### config.mk
export PLATFORM = sky130hd
export DESIGN_NAME = plic_lite_flat
export DESIGN_NICKNAME = d
export VERILOG_FILES = /design/src/rtl/plic_lite_if.sv /design/src/rtl/plic_lite.sv /design/src/flat_wrapper.sv
export SDC_FILE = /design/constraint.sdc
export NUM_CORES = 1
export LEC_CHECK = 0
export ABC_CLOCK_PERIOD_IN_PS = 12330
export CORE_ASPECT_RATIO = 1.1
export CORE_MARGIN = 1
export CORE_UTILIZATION = 35
export CTS_BUF_LIST = sky130_fd_sc_hd__clkbuf_8
export DETAILED_ROUTE_END_ITERATION = 6
export HOLD_SLACK_MARGIN = 0.15
export SLEW_MARGIN = 40
export SYNTH_ARGS = -nofsm -noshare
export SYNTH_HDL_FRONTEND = slang
export SYNTH_SLANG_ARGS = --single-unit
### constraint.sdc
create_clock -name clk -period 12.33 [get_ports clk]
set_clock_uncertainty 0.1 [all_clocks]
set_input_delay 3.0825 -clock clk [delete_from_list [all_inputs] [get_ports clk]]
set_output_delay 3.0825 -clock clk [all_outputs]
set_load 0.01 [all_outputs]
### src/rtl/plic_lite_if.sv
// Register port between the core data side and the PLIC.
// The core drives strobes, address and write data; the PLIC returns read data.
interface plic_lite_if;
  logic        core_wen;
  logic        core_ren;
  logic [23:0] core_addr;
  logic [31:0] core_wdata;
  logic [31:0] core_rdata;

  modport master (
    output core_wen,
    output core_ren,
    output core_addr,
    output core_wdata,
    input  core_rdata
  );

  modport slave (
    input  core_wen,
    input  core_ren,
    input  core_addr,
    input  core_wdata,
    output core_rdata
  );
endinterface

### src/rtl/plic_lite.sv
// Lightweight PLIC: level gateways, priority/threshold arbitration,
// claim/complete through a memory-mapped register port.
module plic_lite #(
  parameter int NUM_SRC = 8,
  parameter int PRIO_W  = 3
) (
  input  logic               clk,
  input  logic               rst,
  input  logic [NUM_SRC-1:0] intr_bundle,
  plic_lite_if.slave         bus,
  output logic               plic_notif
);
  localparam int IDW = 5;

  logic [PRIO_W-1:0]  r_prio [1:NUM_SRC];
  logic [NUM_SRC:1]   r_en;
  logic [NUM_SRC:1]   r_pend;
  logic [NUM_SRC:1]   r_insvc;
  logic [PRIO_W-1:0]  r_thr;
  logic [31:0]        r_rdata;
  logic               r_notif;

  logic [IDW-1:0]     w_best;
  logic [PRIO_W-1:0]  w_bprio;
  logic [9:0]         w_pidx;
  logic               w_psel;
  logic               w_spnd;
  logic               w_sen;
  logic               w_sthr;
  logic               w_sclm;
  logic               w_claim;
  logic               w_cmpl;
  logic [IDW-1:0]     w_cid;
  logic [PRIO_W-1:0]  w_pval;
  logic [31:0]        w_rval;
  logic               w_unused;

  // Seeding with the threshold makes "> threshold" and strict-greater
  // tie-breaking (lowest ID wins) a single comparison.
  always_comb begin
    w_best  = '0;
    w_bprio = r_thr;
    for (int i = 1; i <= NUM_SRC; i++) begin
      if (r_en[i] && r_pend[i] && (r_prio[i] > w_bprio)) begin
        w_best  = IDW'(i);
        w_bprio = r_prio[i];
      end
    end
  end

  assign w_pidx = bus.core_addr[11:2];
  assign w_psel = (bus.core_addr[23:12] == 12'h0)
               && (bus.core_addr[1:0] == 2'b00)
               && (w_pidx != 10'd0)
               && (w_pidx <= 10'(NUM_SRC));
  assign w_spnd = (bus.core_addr == 24'h001000);
  assign w_sen  = (bus.core_addr == 24'h002000);
  assign w_sthr = (bus.core_addr == 24'h200000);
  assign w_sclm = (bus.core_addr == 24'h200004);

  assign w_claim = bus.core_ren && w_sclm && (w_best != '0);
  assign w_cmpl  = bus.core_wen && w_sclm;
  assign w_cid   = bus.core_wdata[IDW-1:0];
  assign w_unused = ^bus.core_wdata;

  always_comb begin
    w_pval = '0;
    for (int i = 1; i <= NUM_SRC; i++) begin
      if (w_pidx == 10'(i)) w_pval = r_prio[i];
    end
  end

  always_comb begin
    w_rval = '0;
    unique case (1'b1)
      w_psel: w_rval[PRIO_W-1:0] = w_pval;
      w_spnd: w_rval[NUM_SRC:1]  = r_pend;
      w_sen:  w_rval[NUM_SRC:1]  = r_en;
      w_sthr: w_rval[PRIO_W-1:0] = r_thr;
      w_sclm: w_rval[IDW-1:0]    = w_best;
      default: ;
    endcase
  end

  always_ff @(posedge clk) begin
    if (rst) begin
      for (int i = 1; i <= NUM_SRC; i++) r_prio[i] <= '0;
      r_en    <= '0;
      r_pend  <= '0;
      r_insvc <= '0;
      r_thr   <= '0;
      r_rdata <= '0;
      r_notif <= 1'b0;
    end else begin
      if (bus.core_ren) r_rdata <= w_rval;
      r_notif <= (w_best != '0);
      if (bus.core_wen) begin
        for (int i = 1; i <= NUM_SRC; i++) begin
          if (w_psel && (w_pidx == 10'(i)))
            r_prio[i] <= bus.core_wdata[PRIO_W-1:0];
        end
        if (w_sen)  r_en  <= bus.core_wdata[NUM_SRC:1];
        if (w_sthr) r_thr <= bus.core_wdata[PRIO_W-1:0];
      end
      // Gateway sees the pre-edge in_service, so a complete only
      // lets the line re-pend on the following edge.
      for (int i = 1; i <= NUM_SRC; i++) begin
        if (w_claim && (w_best == IDW'(i))) begin
          r_pend[i]  <= 1'b0;
          r_insvc[i] <= 1'b1;
        end else begin
          if (intr_bundle[i-1] && !r_pend[i] && !r_insvc[i])
            r_pend[i] <= 1'b1;
          if (w_cmpl && (w_cid == IDW'(i)))
            r_insvc[i] <= 1'b0;
        end
      end
    end
  end

  assign bus.core_rdata = r_rdata;
  assign plic_notif     = r_notif;
endmodule

### src/flat_wrapper.sv
// flat-port wrapper written by rule: the top's interface ports become plain ports
module plic_lite_flat 
#(
  parameter int NUM_SRC = 8,
  parameter int PRIO_W  = 3
)
  (clk, rst, intr_bundle, plic_notif, bus_core_wen, bus_core_ren, bus_core_addr, bus_core_wdata, bus_core_rdata);
  plic_lite_if bus_i ();
  input  logic clk;
  input  logic rst;
  input  logic [NUM_SRC-1:0] intr_bundle;
  output logic plic_notif;
  input wire logic [$bits(bus_i.core_wen)-1:0] bus_core_wen;
  input wire logic [$bits(bus_i.core_ren)-1:0] bus_core_ren;
  input wire logic [$bits(bus_i.core_addr)-1:0] bus_core_addr;
  input wire logic [$bits(bus_i.core_wdata)-1:0] bus_core_wdata;
  output wire logic [$bits(bus_i.core_rdata)-1:0] bus_core_rdata;
  assign bus_i.core_wen = bus_core_wen;
  assign bus_i.core_ren = bus_core_ren;
  assign bus_i.core_addr = bus_core_addr;
  assign bus_i.core_wdata = bus_core_wdata;
  assign bus_core_rdata = bus_i.core_rdata;
  plic_lite #(.NUM_SRC(NUM_SRC), .PRIO_W(PRIO_W)) u_core (.clk(clk), .rst(rst), .intr_bundle(intr_bundle), .bus(bus_i), .plic_notif(plic_notif));
endmodule
==> impl_results.md <==
- Status: finished clean
- Critical path's largest stage delay: 0.59 ns
- Fin. max-slew vios: 0
- CTS clk-pin slew, worst paths: 0.08 ns
- Final Hold Viols: 0
- CP Launch Type: flop
- Final setup violation count: 0
- Number of synthesized register bits: 61
- DRT Pass-1 Iters: 5
- CTS tree: built
- Critical Path Fanout Max: 7
- Critical Path End: u_core.r_pend[2]
- Prevailing post-synth register cell: dfxtp_1
- H-tree levels: 3
- Mapped Avg Cell Area: 8.49 um^2
- HP Class: reg2reg
- Measured slew at the worst slew-check pin: 0.857 ns
- R2R cell count: 55
- GPL Wtd Cong: 0.872
- # DRC: 0
- HPWL Detailed: 9.47 mm
- Iteration-0 DRC Markers: 337
- DR vias/cell: 5.76
- Simple-Gate Fraction of Synth Area: 24.7%
- Period minus WS final: 11.53 ns
- Leakage: 1.93 nW
- Main area contributors after synthesis: dfxtp_1 18%, edfxtp_1 17%, nor2_1 4.9%
- R2R Setup Slk: 0.80 ns
- Detailed Route WL: 12.5 mm
- Die height: 117 um
- Fillers: 1158
- Syn Std Cell Area: 4220 um^2
- Final Instance Count excl. Fillers: 712
- Critical Path Stages: 55
- First-pass GRT wire length: 19.5 mm
- Row count: 41
- Multi-input logic area: 2650 um^2
- Maximum clock path buffer count: 2
- Layout area overhead: 23.1%
- Max transition margin: 42.6%
- Synth area leader: dfxtp_1
- CTS Hold Buffers Added: 0
- CTS root buf: clkbuf_8
- Compound-Gate Fraction of Synth Area: 27.0%
- Most used cell, CP: ha_1
- CP arrival: 11.69 ns
- Reg2reg end: u_core.r_pend[2]
- Max Cap Viol: 0
- Multiplexer share of the synthesized area: 1.81%
- Number of synthesized flops with an enable pin: 24
- Kind of critical path: reg2reg
- CP Data Required Time: 12.48 ns
- Crit. Startpoint: u_core.r_prio[0][4]
- IO Pins: 101
- Remaining global-route overflow: 0
- Antenna diode count: 0
- Post-Synthesis Cells: 497
- Antenna violations before repair: 0
- Largest family of logic cells by synthesized area: compound AO/OA/AOI/OAI gates
- Routed via count: 4101
- Die W: 107 um
- Synth unique cells: 80
- Max VDD drop: 0.0359 mV
- Final Cycle Share: 93.5%
- Fin Setup TNS: 0 ns
- FF/Latch Area: 1460 um^2
- Hold depth: 2
- CP bufs+invs: 1
- Unrepaired setup endpoints after global routing: no
- Adder-cell share of the synthesized area: 4.86%
- PortBufs: 54
- Number of global-route vias before repair: 3796
- Power per cell area: 90.4 nW/um^2
- Synth warn: 0
- Initial Utilization: 36.4%
- XOR/XNOR Fraction of Synth Area: 0%
- Nets: 640
- CTS buffer count: 9
- Fmax: 86.7 MHz
- Largest net degree at the start of global routing: 32
- Gr usage total: 20.4%
- Async SR Flop Fraction: 0%
- CTS sink count: 61
- Crit. End Element: flop
- Post-DRT Antenna Nets: 0
- FF-to-FF Start: u_core.r_prio[0][4]
- Placeable core area: 11600 um^2
- CP max stage cell: or4_1
- Die area: 12500 um^2
- Synth top area share: 17.5%
- Wirelength per Cell: 17.5 um
- Worst-Skew Late Latency: 0.36 ns
- Seq/Total Area, Yosys: 34.6%
- DP Cell Count: 696
- Share of cells above drive strength 1: 12.3%
- Crit-path leading delay family: simple AND/OR/NAND/NOR gates
-- registers in the layout, indices dropped and copies added, names as in the netlist --
| register | flops |
|---|---|
| u_core.r_prio | 24 |
| u_core.bus.core_rdata | 9 |
| u_core.r_en | 8 |
| u_core.r_insvc | 8 |
| u_core.r_pend | 8 |
| u_core.r_thr | 3 |
| u_core.plic_notif | 1 |
-- power breakdown --
group	internal, mW	switching [mW]
registers	0.216	0.00856
logic	0.0255	0.0279
clock network	0.111	0.0808
total	0.353	0.117
-- layer usage --
layer | GRT usage (%) | routed length (um) | up-vias
li1 | - | - | 1962
met1 | 25.7 | 5430 | 1973
met2 | 35.2 | 6220 | 154
met3 | 3.16 | 667 | 12
met4 | 7.67 | 155 | 0
met5 | 0 | 0 | -
-- synth_stat cells, drive strengths merged (3+ instances only) --
cell type	count
nand4	3
mux2	3
a31oi	8
nor4	5
nand3b	3
o21a	4
and2	10
nor3	10
o21bai	4
a211oi	10
dfxtp	37
ha	14
inv	14
nand3	27
a211o	4
a21oi	35
nor3b	5
a31o	4
o211ai	6
o21ai	20
and3	8
maj3	3
clkbuf	14
buf	25
nor2b	14
edfxtp	24
o311a	5
o31ai	9
o211a	5
a21o	3
a22oi	6
nand2b	4
nand2	53
nor2	55
o311ai	3
a222oi	4
-- repair_timing --
action / in CTS / in global routing
hold endpoints to repair: 0 / 0
buffers inserted: 0 / 1
setup endpoints to repair: 0 / 21
resized for setup: 0 / 20
-- worst min path at each step --
stage	startpoint	slack, ns	end
after floorplan	u_core.r_en[5]	0.34	u_core.r_en[5]
after global placement	u_core.r_en[5]	0.36	u_core.r_en[5]
after detailed placement	u_core.r_en[5]	0.36	u_core.r_en[5]
after CTS	u_core.r_en[5]	0.38	u_core.r_en[5]
after global routing	u_core.r_insvc[8]	0.40	u_core.r_insvc[8]
final	u_core.r_en[5]	0.38	u_core.r_en[5]
-- per-stage QoR --
stage	util (%)	worst slack (ns)	cell area, um^2	hold WS (ns)	total power, mW
2_1_floorplan	-	1.35	4300	0.344	0.258
3_3_place_gp	42.2	0.335	4900	0.359	0.279
3_5_place_dp	42.3	0.216	4900	0.365	0.280
4_1_cts	44.1	0.102	5110	0.380	0.468
5_1_grt	44.8	0.00967	5200	0.396	0.486
6_report	44.8	0.796	5200	0.378	0.470
-- worst register-to-register path: cells and delay by family, from the launching register on --
kind,cells,cell delay (ns)
AOI/OAI and AO/OA,21,3.47
adders and majority gates,9,2.82
and+or+nand+nor,22,3.68
DFF,1,0.49
muxes,2,0.71
buffers and inverters,1,0.18
-- layout make-up --
class                   instances  area share [%]
flip-flops and latches         61            28.2
well taps                     150            3.61
multi-input cells             404            50.9
clock buffers                   9            2.38
inverters                      15            1.08
repair buffers                 67            12.3
clock inverters                 6            1.56
-- cells by family after synthesis --
family,count (synthesis)
compound gates,151
simple gates,207
other cells,1
flops,61
buf+inv,54
mux,6
fa+ha+maj,17
-- cell usage in the layout (no fill, tap or decap), types with 5 or more instances in the layout --
cell type and count:
a211oi_1 10, a21oi_1 33, a22oi_1 6, a31oi_1 6, and2_1 9, and3_1 7, buf_4 13, clkbuf_8 9
clkdlybuf4s50_1 54, conb_1 23, dfxtp_1 35, edfxtp_1 24, ha_1 12, inv_1 16, nand2_1 51, nand3_1 27
nor2_1 53, nor2b_1 13, nor3_1 9, o211a_1 5, o21ai_0 16, o31ai_1 9
Power figures use the tool's default switching activity.
